==> src/rtl/bht_update_ctrl.sv <==
// Update/lookup arbiter for a branch history table: queues resolved-branch updates,
// shares the single array port with fetch lookups, and sweeps the array clear on reset/flush.
module bht_update_ctrl #(
    parameter int s_index    = 3,
    parameter int num_sets   = 2**s_index,
    parameter int fifo_depth = 2
) (
    input  logic               clk,
    input  logic               reset,
    input  logic               flush,
    input  logic               upd_valid,
    input  logic [s_index-1:0] upd_index,
    input  logic               upd_taken,
    output logic               upd_ready,
    input  logic               lookup_req,
    input  logic [s_index-1:0] lookup_index,
    output logic               lookup_gnt,
    output logic [s_index-1:0] hist_read_index,
    output logic [s_index-1:0] hist_write_index,
    output logic               hist_load,
    output logic               hist_reset,
    output logic               hist_datain,
    output logic               busy,
    output logic               flush_done
);

    localparam logic [0:0] ST_CLEAR = 1'b0;
    localparam logic [0:0] ST_RUN   = 1'b1;

    localparam int PW = (fifo_depth > 1) ? $clog2(fifo_depth) : 1;
    localparam logic [PW-1:0]      PTR_LAST   = PW'(fifo_depth - 1);
    localparam logic [2:0]         DEPTH      = 3'(fifo_depth);
    localparam logic [s_index-1:0] SWEEP_LAST = s_index'(num_sets - 1);

    logic [0:0]         state;
    logic [s_index-1:0] sweep;
    logic [s_index-1:0] q_index [fifo_depth];
    logic               q_taken [fifo_depth];
    logic [PW-1:0]      head;
    logic [PW-1:0]      tail;
    logic [2:0]         count;
    logic               prev_lookup;

    logic in_run;
    logic not_empty;
    logic has_room;
    logic push;
    logic grant_upd;
    logic sweep_end;

    function automatic logic [PW-1:0] ptr_next(input logic [PW-1:0] p);
        return (p == PTR_LAST) ? '0 : p + 1'b1;
    endfunction

    // A pending flush suppresses both the push and the head write so nothing queued
    // reaches the array once a clear has been requested.
    always_comb begin
        in_run    = (state == ST_RUN);
        not_empty = (count != 3'd0);
        has_room  = (count < DEPTH);
        push      = in_run && !flush && upd_valid && has_room;
        grant_upd = in_run && !flush && not_empty && (!lookup_req || prev_lookup);
        sweep_end = !in_run && (sweep == SWEEP_LAST) && !flush;
    end

    always_comb begin
        upd_ready        = 1'b0;
        lookup_gnt       = 1'b0;
        hist_read_index  = '0;
        hist_write_index = '0;
        hist_load        = 1'b0;
        hist_reset       = 1'b0;
        hist_datain      = 1'b0;
        busy             = 1'b0;
        flush_done       = 1'b0;
        if (!reset) begin
            if (!in_run) begin
                hist_reset       = 1'b1;
                hist_write_index = sweep;
                hist_read_index  = lookup_index;
                busy             = 1'b1;
                flush_done       = sweep_end;
            end else begin
                upd_ready = has_room;
                busy      = not_empty;
                if (grant_upd) begin
                    hist_load        = 1'b1;
                    hist_read_index  = q_index[head];
                    hist_write_index = q_index[head];
                    hist_datain      = q_taken[head];
                end else begin
                    lookup_gnt       = lookup_req;
                    hist_read_index  = lookup_index;
                    hist_write_index = not_empty ? q_index[head] : '0;
                end
            end
        end
    end

    // Queue storage carries no reset; validity is tracked purely by count.
    always_ff @(posedge clk) begin
        if (push) begin
            q_index[tail] <= upd_index;
            q_taken[tail] <= upd_taken;
        end
    end

    // prev_lookup resets high so the very first contended cycle favours the update.
    always_ff @(posedge clk) begin
        if (reset) begin
            state       <= ST_CLEAR;
            sweep       <= '0;
            head        <= '0;
            tail        <= '0;
            count       <= '0;
            prev_lookup <= 1'b1;
        end else if (in_run) begin
            if (flush) begin
                state <= ST_CLEAR;
                sweep <= '0;
                head  <= '0;
                tail  <= '0;
                count <= '0;
            end else begin
                if (push)
                    tail <= ptr_next(tail);
                if (grant_upd)
                    head <= ptr_next(head);
                count <= count + 3'(push) - 3'(grant_upd);
                if (not_empty && lookup_req)
                    prev_lookup <= !grant_upd;
            end
        end else begin
            if (flush) begin
                sweep <= '0;
            end else if (sweep == SWEEP_LAST) begin
                state <= ST_RUN;
                sweep <= '0;
            end else begin
                sweep <= sweep + 1'b1;
            end
        end
    end

endmodule

==> config.mk <==
export PLATFORM = sky130hd
export DESIGN_NAME = bht_update_ctrl
export DESIGN_NICKNAME = d
export VERILOG_FILES = /design/src/rtl/bht_update_ctrl.sv
export SDC_FILE = /design/constraint.sdc
export NUM_CORES = 1
export LEC_CHECK = 0
export BUFFER_PORTS_ARGS = -buffer_cell sky130_fd_sc_hd__buf_2
export CAP_MARGIN = 25
export CORE_MARGIN = 2
export CORE_UTILIZATION = 40
export CTS_BUF_LIST = sky130_fd_sc_hd__clkbuf_16
export DETAILED_ROUTE_END_ITERATION = 10
export PLACE_DENSITY = 0.74
export SYNTH_ARGS = -nofsm -noshare
export SYNTH_HDL_FRONTEND = slang
export SYNTH_SLANG_ARGS = --single-unit
==> constraint.sdc <==
create_clock -name clk -period 2.37 [get_ports clk]
set_input_delay 0.237 -clock clk [delete_from_list [all_inputs] [get_ports clk]]
set_output_delay 0.237 -clock clk [all_outputs]
set_load 0.005 [all_outputs]
==> results of run 1 <==
==> state kept, by name, summed over array words and instances (netlist names), named ones only <==
name,count
prev_lookup,1
count,3
in_run,1
q_taken,2
q_index,6
sweep,3
head,1
tail,1
==> stage by stage <==
step | total power, W | area [sq um]
final | 0.0007216 | 1269
after global routing | 0.0007463 | 1269
after CTS | 0.0007252 | 1269
after detailed placement | 0.0003883 | 1189
after global placement | 0.0003865 | 1189
after floorplan | 0.0003695 | 1041
==> Yosys cell counts, types with 2 or more instances <==
cell type and n:
sky130_fd_sc_hd__a21oi_1 5, sky130_fd_sc_hd__a22oi_1 3, sky130_fd_sc_hd__nor2b_1 3, sky130_fd_sc_hd__edfxtp_1 8
sky130_fd_sc_hd__a31oi_1 3, sky130_fd_sc_hd__a31o_2 2, sky130_fd_sc_hd__buf_2 2, sky130_fd_sc_hd__ha_1 4
sky130_fd_sc_hd__a211oi_2 3, sky130_fd_sc_hd__dfxtp_1 11, sky130_fd_sc_hd__inv_1 5, sky130_fd_sc_hd__nor2_1 7
sky130_fd_sc_hd__mux2i_1 6, sky130_fd_sc_hd__nand2b_1 4, sky130_fd_sc_hd__nand4b_1 2, sky130_fd_sc_hd__nor3_1 7
sky130_fd_sc_hd__o31ai_1 3, sky130_fd_sc_hd__clkbuf_1 2
==> cells by family after synthesis <==
kind of cell,Yosys count,synth area share
AO/OA/AOI/OAI,22,0.1599
XOR/XNOR,2,0.01683
adder cells (fa/ha/maj),5,0.06731
buffers and inverters,13,0.06010
flip-flops,19,0.4423
multiplexers,6,0.05769
AND/OR/NAND/NOR,33,0.1959
==> final cells by class <==
| class | count | area (sq um) | share of cell area |
|---|---|---|---|
| timing repair buffer | 28 | 150.1 | 0.1183 |
| multi-input combinational | 68 | 518.0 | 0.4083 |
| tap | 30 | 37.54 | 0.02959 |
| clock buffer | 3 | 75.07 | 0.05917 |
| clock inverter | 1 | 5.005 | 0.003945 |
| sequential | 19 | 460.4 | 0.3629 |
| inverter | 6 | 22.52 | 0.01775 |
==> final timing paths <==
check	start	slack, ns	cells after the start	to
min	upd_index[0]	0.18	1	q_index[0][0]
max reg2reg	count[1]	0.23	10	count[1]
min reg2reg	tail	0.49	2	tail
max	count[1]	0.23	10	count[1]
==> power breakdown <==
group | leakage [nW] | internal (W) | total, W | switching [W]
registers | 0.161 | 0.000342 | 0.000344 | 0.00000157
clock network | 0.0409 | 0.000226 | 0.000340 | 0.000114
logic | 0.319 | 0.0000173 | 0.0000373 | 0.0000200
total | 0.520 | 0.000586 | 0.000722 | 0.000136
==> routing by layer <==
layer | track usage | share of wire | vias to the layer above
met2 | 0.2639 | 0.49 | 26
met5 | 0 | 0 | -
li1 | - | - | 415
met1 | 0.2014 | 0.44 | 400
met4 | 0.1057 | 0.031 | 0
met3 | 0.02419 | 0.040 | 7
==> run summary, run 1 <==
Setup repair after global routing left no endpoint under its margin. The proportion of netlist area held by the largest area contributor is 0.2308. When the netlist entered floorplanning its net count stood at 117. Power spread over the standard cell area amounts to 568.8 nW/um^2. The clock sink count is 19.

Leaving out filler cells and counting taps, the final layout contains 155. The accumulated negative setup slack is 0 ns, and the clock transition at the register clock pins on the worst setup and hold paths after CTS is 0.05 ns. In this run the static leakage power is 0.5204 nW. By area the synthesized netlist is led by sky130_fd_sc_hd__edfxtp_1 23%, sky130_fd_sc_hd__dfxtp_1 21%, sky130_fd_sc_hd__mux2i_1 5.8%, sky130_fd_sc_hd__ha_1 4.8%, sky130_fd_sc_hd__a211oi_2 3.6%. The count of endpoints failing hold in the final timing report is 0. The worst hold-check path type was input port to flop. The later pin in the worst-skew pair is clocked with a latency of 0.25 ns. The routed layout has 848 vias. After synthesis the netlist holds a flip-flop and latch count of 19. The worst setup path is captured at a flop. On the critical path, the stage with the largest delay is an instance of sky130_fd_sc_hd__fa_1. Counting the fill cells in the layout gives 238.

The number of antenna violations at the first check in global routing came out at 0. The maximum number of buffers from clock root to sink is 2. The signal on the critical path passes through inv_1, ha_1, and3_1, xnor2_1, ha_1, inv_1, fa_1, inv_1, a22oi_1, nor2_1. The iteration count of the initial detailed-routing pass came out at 4.

The run gives 0.5121 as the final core utilization. Synthesis produced a netlist whose cell count is 100. Via density per instance: 5.471. Timing would allow up to 467.2 MHz.

The kind of cell with the highest combined delay on the critical path was adder cells. The total track usage was 0.1630. For the pin with the worst max-slew slack, the measured transition is 0.6005 ns. The most used flip-flop cell after synthesis was sky130_fd_sc_hd__dfxtp_1. Prior to clock tree synthesis, the placed netlist has a worst setup slack of 0.2309 ns. For the die area, the log shows 3027 sq um. For this run the aggregate overflow at the end of global routing stands at 0. Counting both buffers and inverters, the worst setup path holds a total of 3. Once placement completed, the tool counted placed cells totaling 151. The run gives 0 as the max-capacitance violation count. Biggest area consumer among synthesized cells: sky130_fd_sc_hd__edfxtp_1. Among the stages of the critical path, the cell type that occurs most often is sky130_fd_sc_hd__inv_1. Synthesis instantiated 38 different standard cells from the library. From synthesis to final layout, the design area changed by 21.88%. The start-to-end type of the worst setup path is flop to flop. The worst setup slack after layout is 0.2297 ns. Port buffering added 24 buffers.

TritonCTS built the clock tree. After detailed routing, the average wire length per cell comes to 14.05 um. The run gives 0 as the final-report setup violation count. The library cells used most frequently in the layout, excluding fill and tap cells, are 24 x sky130_fd_sc_hd__buf_2, 11 x sky130_fd_sc_hd__dfxtp_1, 8 x sky130_fd_sc_hd__edfxtp_1. The data required time of the worst path is 2.49 ns. Standard-cell row count: 18. In this run, synthesis inferred 8 flip-flops with an integrated enable. The critical path's largest stage delay came out at 0.48 ns.

The logs give 0 for the number of routed nets with antenna violations and 0 for the number of design rule violations left after detail routing. The flow ran to the end, and the final reports show no timing, DRC or antenna violations. Cell area after synthesis: 1041 sq um. The fraction of the yosys area taken by sequential cells came out at 0.4423. Once the clock tree was built, the setup fixing pass inserted 0 buffers. Summed over all nets, the half-perimeter wirelength after detailed placement is 1560 um. The floorplan die height works out to 55.02 um.

Leaving out fill and tap cells, the most frequent cell in the layout is sky130_fd_sc_hd__buf_2. The final cycle utilization of the critical path is 0.9031. The share of cells above drive strength 1 was 0.3280; the first-pass GRT wire length was 3443 um.

The tools report the number of pins with negative max-slew slack in the final report as 0. The tools report the maximum vdd ir drop as 0.0004428 V. Entering global routing, the biggest net connects 24 pins. The number of global-route vias before repair is 774, and the number of buffers created by CTS is 3.

The logs give 0.5966 for the max-slew headroom at the worst pin and 2177 um for the wire length after detailed routing. The biggest fanout along the worst timing path was 5. Synthesized area divided by synthesized cell count: 10.41 sq um.

The core area was 2477 sq um. The cell sitting at the root of the clock tree is a sky130_fd_sc_hd__clkbuf_16. The setup clock skew after layout came out at 0.001263 ns. Yosys printed 0 warnings. The logs give 143 for the number of nets in the layout and 1 for the depth of the CTS H-tree.

During I/O placement, the number of pins put on the boundary was 25. The total of hold buffers inserted after clock tree synthesis is 0. STA classifies the critical path startpoint as a flop. The count of inserted antenna diode cells was 0; the placer congestion estimate was 0.7595.

The minimum clock period after layout came out at 2.140 ns. The number of DRC markers after the initial detailed-route iteration was 17; the async set or reset register ratio after synthesis was 0. In this run, post-CTS repair resized a total of 0 instances. For the initial standard-cell utilization of the core, the log shows 0.4202. The tightest hold path in the finished design has a slack of 0.1757 ns.

STA puts the critical path data arrival time at 2.26 ns. The die is 55.02 um wide.
No activity file was read; power rests on OpenSTA's default activity.
==> run 2, diff against run 1 <==
clock period = 2 ns   (was 2.37 ns; I/O delays follow)
==> run 2 against run 1 <==
Compared with the run above: the flow now finishes with violations (negative setup slack); fmax up 5.3%; die area unchanged; largest cell class unchanged; sequential power grew 18%; count of clock-buffer cells in the layout unchanged; via count grew 5.3%.
==> run summary, run 2 (synthesized netlist as in run 1, its figures left out) <==
The worst hold path stage count was 1 (unchanged); the biggest fanout along the worst timing path was 4 (-1). Busiest layer in global routing: met2. The clock root buffer is sky130_fd_sc_hd__clkbuf_16. Number of pins with negative max-slew slack in the final report: 0 (unchanged). The final reports fail on negative setup slack. For the maximum vdd ir drop, the log shows 0.0004036 V (-8.9%). The logs give 558.0 sq um (+7.7%) for the area of the multi-input gates and 0 (unchanged) for the count of endpoints failing hold in the final timing report. The routed wirelength normalized by instance count was 14.41 um (+2.6%). For the standard-cell row count, the log shows 18 (unchanged). In the layout the commonest cells are 24 x sky130_fd_sc_hd__buf_2, 13 x sky130_fd_sc_hd__buf_4, 9 x sky130_fd_sc_hd__dfxtp_1. Leaving out fill and tap cells, the most frequent cell in the layout is sky130_fd_sc_hd__buf_2. The clock sink count is 19 (unchanged). Worst reg2reg path depth: 9 (-1). The highest clock frequency the design can meet came out at 491.8 MHz (+5.3%).

The accumulated negative setup slack is -0.03319 ns (-0.03319 ns), and the final cycle utilization of the critical path is 1.017 (+0.1135). The number of buffers created by CTS was 3 (unchanged); the number of DRC markers after the initial detailed-route iteration was 24 (+7). The number of port buffers was 24 (unchanged). The post-route non-filler standard cell count is 164 (+5.8%), and the number of design rule violations left after detail routing is 0 (unchanged). The power share of the clock group was 0.474 (+0.002). The critical path is of the flop to flop type. The first-pass GRT wire length came out at 3567 um (+3.6%).

Traced cell by cell, the critical path runs through or3_4, nand3_4, xnor2_2, ha_2, inv_2, fa_1, xor2_1, a22oi_1, nor2_1. Start point of the critical path: count[2]. Setup repair after global routing could not meet its margin everywhere. The run gives 0.0008602 W (+19%) as the post-route total power. Register with the most flip-flops: q_index. The final-report setup violation count was 1 (+1). The count of inserted antenna diode cells was 0 (unchanged). The global route total overflow was 0 (unchanged).

The largest registers in the layout are q_index x6, count x3, sweep x3. The number of nets in the layout is 152 (+6.3%), and the met3 layer usage reported by global route is 0.03226 (+0.008065). The critical path's largest stage delay was 0.41 ns (-0.07 ns); the iteration count of the initial detailed-routing pass was 4 (unchanged).

Floorplan die height: 55.02 um (unchanged). The path length in cells of the critical path works out to 9 (-1). The share of cells above drive strength 1 is 0.4552 (+0.1272). The clock transition at the register clock pins on the worst setup and hold paths after CTS is 0.05 ns (about the same).

The total track usage came out at 0.1758 (+0.01283). The logs give 0 (unchanged) for the total of hold buffers inserted after clock tree synthesis and 820 (+5.9%) for the number of global-route vias before repair. The die area was 3027 sq um (unchanged). The min-delay analysis places its worst path in the category input port to flop. The critical path capture point was count[2].

Worst setup slack after layout: -0.03319 ns (-0.2629 ns). The run gives 159 (+5.3%) as the number of placed instances with taps included. Switching power: 0.0001662 W (+22%).

The combined buffer and inverter count along the critical path was 1 (-2); the number of flip-flops in the largest register was 6 (unchanged). The endpoint identified for the worst register-to-register timing path is count[2]. The static leakage power is 0.5703 nW (+9.6%), and the setup clock skew after layout is 0.003105 ns (+0.001842 ns). The top-level port count was 25 (unchanged); the actual slew at the worst max-slew pin was 0.4783 ns (-0.1222 ns). The placer congestion estimate was 0.7858 (+3.5%). The run gives -0.03 ns (-0.26 ns) as the reg-to-reg setup timing slack.

STA classifies the critical path startpoint as a flop. The die extent in x was 55.02 um (unchanged). Relative to the synthesized area, the layout overhead comes to 32.69%. The max-slew headroom at the worst pin is 0.6787 (+0.08207). For the depth of the CTS H-tree, the log shows 1 (unchanged).

The number of antenna violations at the first check in global routing came out at 0 (unchanged). Power share of the sequential group: 0.472 (-0.005). TritonCTS built the clock tree. The logs give 893 (+5.3%) for the total via count after detailed routing and 2 (unchanged) for the maximum number of buffers from clock root to sink. The worst setup path is captured at a flop.

The HPWL after detailed placement was 1643 um (+5.3%). The initial standard-cell utilization of the core is 0.4202 (unchanged), and the data required time of the worst path is 2.12 ns (-0.37 ns). The number of routed nets with antenna violations came out at 0 (unchanged). The data arrival time at the worst-slack endpoint was 2.15 ns (-0.11 ns); the post-route cell area was 1381 sq um (+8.9%). The share of power burned in combinational logic came out at 0.054 (+0.002). The via density per instance is 5.445 (-0.47%).

The logs give 215 (-9.7%) for the count of filler cells inserted in the layout and 0.25 ns (about the same) for the clock latency on the worst-skew pair. The switching fraction of total power is 0.1933 (+0.004813), and the footprint of the flip-flops and latches is 465.4 sq um (+1.1%). The flow ran to the end, but the final reports show violations.

Max-capacitance violation count: 0 (unchanged). The kind of cell with the highest combined delay on the critical path is adder cells. In this run the critical register-to-register path is launched from count[2].

Met2 usage in global routing: 0.3056 (+0.04167). The power per cell area works out to 622.7 nW/um^2 (+9.5%). The internal power consumption was 0.0006940 W (+18%). For the post-place instance area, the log shows 1272 sq um (+7.1%). The wire length after detailed routing came out at 2363 um (+8.5%). The tools report the pin count of the biggest net entering global routing as 24 (unchanged).

Cell with the largest stage delay on the worst path: sky130_fd_sc_hd__or3_4. The worst setup slack before clock tree synthesis was -0.06215 ns (-0.2931 ns); the met1 capacity usage during global routing was 0.1953 (-0.006028). The minimum clock period after layout is 2.033 ns (-0.1071 ns). The tools report the core area as 2477 sq um (unchanged).
-- run 2: cell types whose count changed in the layout (fill, tap and decap cells not counted), moves of 2 or more --
| cell | previous run | this run |
|---|---|---|
| sky130_fd_sc_hd__dfxtp_1 | 11 | 9 |
| sky130_fd_sc_hd__inv_2 | 0 | 2 |
| sky130_fd_sc_hd__inv_1 | 5 | 3 |
| sky130_fd_sc_hd__buf_4 | 4 | 13 |
| sky130_fd_sc_hd__ha_1 | 4 | 2 |
| sky130_fd_sc_hd__ha_2 | 0 | 2 |
-- run 2: power groups by stage --
stage | sequential (W) | combinational [W] | clock [W]
6_report | 0.000406 | 0.0000462 | 0.000408
2_1_floorplan | 0.000415 | 0.0000225 | 0
5_1_grt | 0.000406 | 0.0000513 | 0.000431
3_3_place_gp | 0.000416 | 0.0000438 | 0
3_5_place_dp | 0.000416 | 0.0000457 | 0
4_1_cts | 0.000406 | 0.0000458 | 0.000416
-- run 2: per-stage QoR --
step	hold WS, ns	utilization
6_report	0.1401	0.5576
5_1_grt	0.1378	0.5576
4_1_cts	0.1361	0.5525
3_5_place_dp	0.3923	0.5136
3_3_place_gp	0.3887	0.5136
2_1_floorplan	0.2989	-
-- run 2: what timing repair did --
action                                  in CTS  in global routing
gates resized for setup                      5                  3
endpoints found under the setup margin       2                  2
buffers inserted                             0                  1
gates cloned                                 0                  0
-- run 2: metal layers --
layer	vias to the layer above	wire, um
met5	-	0
met4	0	45
met3	4	71
met2	18	1193
met1	433	1051
li1	438	-
-- run 2: final cells by class --
| class | instances | area share |
|---|---|---|
| clock inverters | 1 | 0.003623 |
| clock buffers | 3 | 0.05435 |
| multi-input cells | 68 | 0.4040 |
| flip-flops and latches | 19 | 0.3370 |
| well taps | 30 | 0.02717 |
| inverters | 6 | 0.01630 |
| repair buffers | 37 | 0.1576 |
-- run 2: worst min path at each step --
| stage | end | from |
|---|---|---|
| 3_5_place_dp | q_index[0][2] | upd_index[2] |
| 5_1_grt | q_taken[1] | upd_taken |
| 4_1_cts | q_index[0][2] | upd_index[2] |
| 3_3_place_gp | q_taken[1] | upd_taken |
| 2_1_floorplan | q_index[0][0] | upd_index[0] |
| 6_report | q_index[0][2] | upd_index[2] |
==> run 3, diff against run 2 <==
ABC_AREA = 1   (was unset)
CORE_MARGIN = unset   (was 2)
==> run 3 against run 2 <==
Compared with the run above: the flow now finishes without violations; count of clock-buffer cells in the layout is the same; hold slack lost 0.0017 ns; register-to-register slack gained 0.13 ns; largest power group unchanged.
==> run summary, run 3 <==
The number of synthesized register bits is 19 (unchanged). Setup repair after global routing left no endpoint under its margin. The compound-cell area share of the yosys netlist came out at 0.06476 (-0.09510). The iteration count of the initial detailed-routing pass came out at 4 (unchanged). The maximum number of buffers from clock root to sink is 2 (unchanged), and the max-capacitance violation count is 0 (unchanged). The logs give 0 (unchanged) for the number of pins with negative max-slew slack in the final report and 926 (+13%) for the number of global-route vias before repair.

The biggest area consumer among synthesized cells was sky130_fd_sc_hd__edfxtp_1. The global route total overflow is 0 (unchanged), and the number of port buffers is 24 (unchanged). Placer congestion estimate: 0.8195 (+4.3%).

The tools report the worst hold margin as 0.1384 ns (-0.001710 ns). The reg-to-reg setup timing slack was 0.1 ns (+0.13 ns). The register with the most flip-flops was q_index. The total track usage is 0.1905 (+0.01470), and the routed wirelength normalized by instance count is 12.35 um (-14%). The most common cell after layout, fill and taps aside was sky130_fd_sc_hd__nand2_1. The count of endpoints failing hold in the final timing report came out at 0 (unchanged). The combinational family with the most area after synthesis was simple AND/OR/NAND/NOR gates. The worst hold path stage count came out at 1 (unchanged). The maximum vdd ir drop is 0.0005098 V (+26%). Data required time of the worst path: 2.13 ns (about the same). Layout overhead on the synthesized area: 28.14%.

The library cell with the highest instance count after synthesis is sky130_fd_sc_hd__nand2_1. The wire length after detailed routing is 2285 um (-3.3%), and the floorplan die height is 52.12 um (-5.3%). The tools report the top-level port count as 25 (unchanged). The worst register-to-register path begins at count[2]. The count of mapped cells out of synthesis is 128 (+28%).

Sorting the synthesized cells by area gives the leading types as sky130_fd_sc_hd__edfxtp_1 24%, sky130_fd_sc_hd__dfxtp_1 22%, sky130_fd_sc_hd__nand2_1 12%, sky130_fd_sc_hd__inv_1 6.7%, sky130_fd_sc_hd__nor2_1 6.7%. The logs give 1677 um (+2.1%) for the HPWL after detailed placement and 526.0 MHz (+6.9%) for the highest clock frequency the design can meet. Proportion of netlist area held by the largest area contributor: 0.2391 (+0.008334). The clock latency on the worst-skew pair is 0.25 ns (about the same).

The actual slew at the worst max-slew pin came out at 0.3242 ns (-0.1542 ns). STA classifies the critical path startpoint as a flop. The number of distinct library cell variants in the gate-level netlist after synthesis was 21 (-45%). End point of the worst hold path: q_index[0][1]. The largest individual stage delay along the critical path comes from the cell sky130_fd_sc_hd__fa_1. Sorting the synthesized cells by how often they occur yields 33 x sky130_fd_sc_hd__nand2_1, 18 x sky130_fd_sc_hd__inv_1, 18 x sky130_fd_sc_hd__nor2_1, 11 x sky130_fd_sc_hd__dfxtp_1, 10 x sky130_fd_sc_hd__nand3_1.

In this run the critical register-to-register path is captured at count[2]. The die area is 2716 sq um (-10%), and the total via count after detailed routing is 949 (+6.3%). The minimum clock period after layout is 1.901 ns (-0.1319 ns).

The tools report the clock root buffer as sky130_fd_sc_hd__clkbuf_16. The power per cell area was 668.8 nW/um^2 (+7.4%). The area share of xor/xnor cells in the synthesized design came out at 0.01743 (+0.0006077). The start-to-end type of the worst setup path is flop to flop.

The number of routed nets with antenna violations is 0 (unchanged), and the initial standard-cell utilization of the core is 0.4374 (+0.01716). The synthesized area divided by synthesized cell count was 7.849 sq um (-25%); the accumulated negative setup slack was 0 ns (+0.03319 ns). The max-slew headroom at the worst pin is 0.7837 (+0.1050), and the post-synthesis share of cell area spent on full adders, half adders and majority gates is 0.06974 (+0.002431). The logs give 32 (+33%) for the number of DRC markers after the initial detailed-route iteration and 0.4583 (+0.01597) for the fraction of the yosys area taken by sequential cells. The largest registers in the layout are q_index x6, count x3, sweep x3. TritonCTS built the clock tree. The worst reg2reg path depth was 10 (+1); the via density per instance was 5.130 (-5.8%). The top cell types in the final layout, fill and taps aside, are 32 x sky130_fd_sc_hd__nand2_1, 24 x sky130_fd_sc_hd__buf_2, 17 x sky130_fd_sc_hd__nor2_1. The number of buffers created by CTS was 3 (unchanged); the pin count of the biggest net entering global routing was 12 (-50%). The critical path's largest stage delay is 0.37 ns (-0.04 ns), and the number of warnings printed during yosys synthesis is 0 (unchanged).

Among all flip-flop cells after synthesis, the most frequent one is sky130_fd_sc_hd__dfxtp_1. The share of cells above drive strength 1 was 0.2866 (-0.1686). The post-route total power came out at 0.0008611 W (+0.11%).

The run gives 19 (unchanged) as the clock sink count. The clock transition at the register clock pins on the worst setup and hold paths after CTS was 0.06 ns (about the same). For the depth of the CTS H-tree, the log shows 1 (unchanged).

The static leakage power is 0.6237 nW (+9.4%), and the die extent in x is 52.12 um (-5.3%). The biggest fanout along the worst timing path was 4 (unchanged); the simple-gate share of the synthesized area was 0.2889 (+0.09300). The run finished with clean final reports. Standard-cell row count: 17 (-1). The fraction of synthesized area in multiplexers was 0 (-0.05769); the cell area after synthesis was 1005 sq um (-3.5%).

In this run the most critical hold path is launched from upd_index[1]. The core area is 2297 sq um (-7.3%), and the count of inserted antenna diode cells is 0 (unchanged). The count of flip-flops with a built-in enable after synthesis is 8 (unchanged), and the setup clock skew after layout is 0.003426 ns (+0.0003215 ns). The async set or reset register ratio after synthesis came out at 0 (unchanged). STA classifies the critical path endpoint as a flop. The run gives 175 (+15%) as the number of nets in the layout. Walking the worst path, the cells encountered are inv_2, ha_4, nand3_4, nor2_4, xnor2_2, ha_2, inv_1, fa_1, xnor2_1, o22ai_1. The logs give 2.04 ns (-0.11 ns) for the data arrival time at the worst-slack endpoint and 145 (+24%) for the number of nets in the synthesized netlist. The number of antenna violations at the first check in global routing is 0 (unchanged), and the final-report setup violation count is 0 (-1).

The number of flip-flops in the largest register is 6 (unchanged), and the final cycle utilization of the critical path is 0.9507 (-0.06594). The number of design rule violations left after detail routing was 0 (unchanged). For the first-pass GRT wire length, the log shows 3732 um (+4.6%). The tightest min-delay check is of the input port to flop type.
==> run 3: changes by cell type in the layout (fill, tap and decap cells not counted), moves of 3 or more <==
cell	before	now
sky130_fd_sc_hd__a31oi_1	3	0
sky130_fd_sc_hd__nor3_1	7	3
sky130_fd_sc_hd__a211oi_2	3	0
sky130_fd_sc_hd__nand2b_1	4	0
sky130_fd_sc_hd__inv_1	3	16
sky130_fd_sc_hd__buf_4	13	4
sky130_fd_sc_hd__o21ai_0	1	5
sky130_fd_sc_hd__nor2_1	7	17
sky130_fd_sc_hd__nand3_1	0	9
sky130_fd_sc_hd__mux2i_1	6	0
sky130_fd_sc_hd__nand2_1	0	32
sky130_fd_sc_hd__nor2b_1	3	0
sky130_fd_sc_hd__o31ai_1	3	0
==> run 3: cell families after synthesis <==
family | after synthesis
adders and majority gates | 5
buffers and inverters | 22
AOI/OAI and AO/OA | 12
DFF | 19
xor gates and xnor gates | 2
and+or+nand+nor | 68
==> run 3: worst max-delay path by stage <==
stage / startpoint / end / cells past startpoint
5_1_grt: count[2] / count[2] / 10
3_3_place_gp: count[1] / count[2] / 10
3_5_place_dp: count[2] / count[2] / 10
4_1_cts: count[1] / count[2] / 10
6_report: count[2] / count[2] / 10
2_1_floorplan: in_run / count[2] / 10
==> run 3: critical path, delay by kind of cell (launching register included) <==
family | cells | cell delay [ns]
simple gates | 2 | 0.22
compound gates | 1 | 0.08
xor+xnor | 2 | 0.30
fa+ha+maj | 3 | 0.72
buf+inv | 2 | 0.15
flops | 1 | 0.31
==> run 3: where the power goes <==
| part | switching [W] | internal (W) | total [W] |
|---|---|---|---|
| logic | 0.0000260 | 0.0000180 | 0.0000440 |
| clock network | 0.000142 | 0.000268 | 0.000410 |
| registers | 0.00000137 | 0.000406 | 0.000407 |
| total | 0.000170 | 0.000692 | 0.000861 |
==> run 3: layout make-up <==
cell class	count	area, sq um
Clock buffer	3	75.07
Fill cell	212	1010
Clock inverter	1	5.005
Multi-Input combinational cell	87	488.0
Timing Repair Buffer	28	150.1
Sequential cell	19	462.9
Tap cell	28	35.03
Inverter	19	71.32
==> run 3: through the flow <==
step | setup slack, ns | utilization | std cells | cell area [sq um]
floorplan | 0.1026 | - | 128 | 1005
global placement | 0.1003 | 0.5016 | 180 | 1152
detailed placement | -0.05293 | 0.5016 | 180 | 1152
CTS | 0.01004 | 0.5409 | 185 | 1242
global route | 0.01135 | 0.5605 | 185 | 1287
finish | 0.09870 | 0.5605 | 185 | 1287
==> run 3: metal layers <==
metal,track usage,up-vias,part of all wire,wire (um)
li1,-,469,-,-
met1,0.2208,453,0.43,991
met2,0.3291,25,0.50,1152
met3,0.04094,2,0.053,121
met4,0.09009,0,0.0088,20
met5,0,-,0,0
==> run 3: repair_timing <==
item,in CTS,in global routing
resized for setup,1,12
hold buffers,0,0
setup buffers,1,0
endpoints found under the setup margin,2,2
pin swaps,1,4
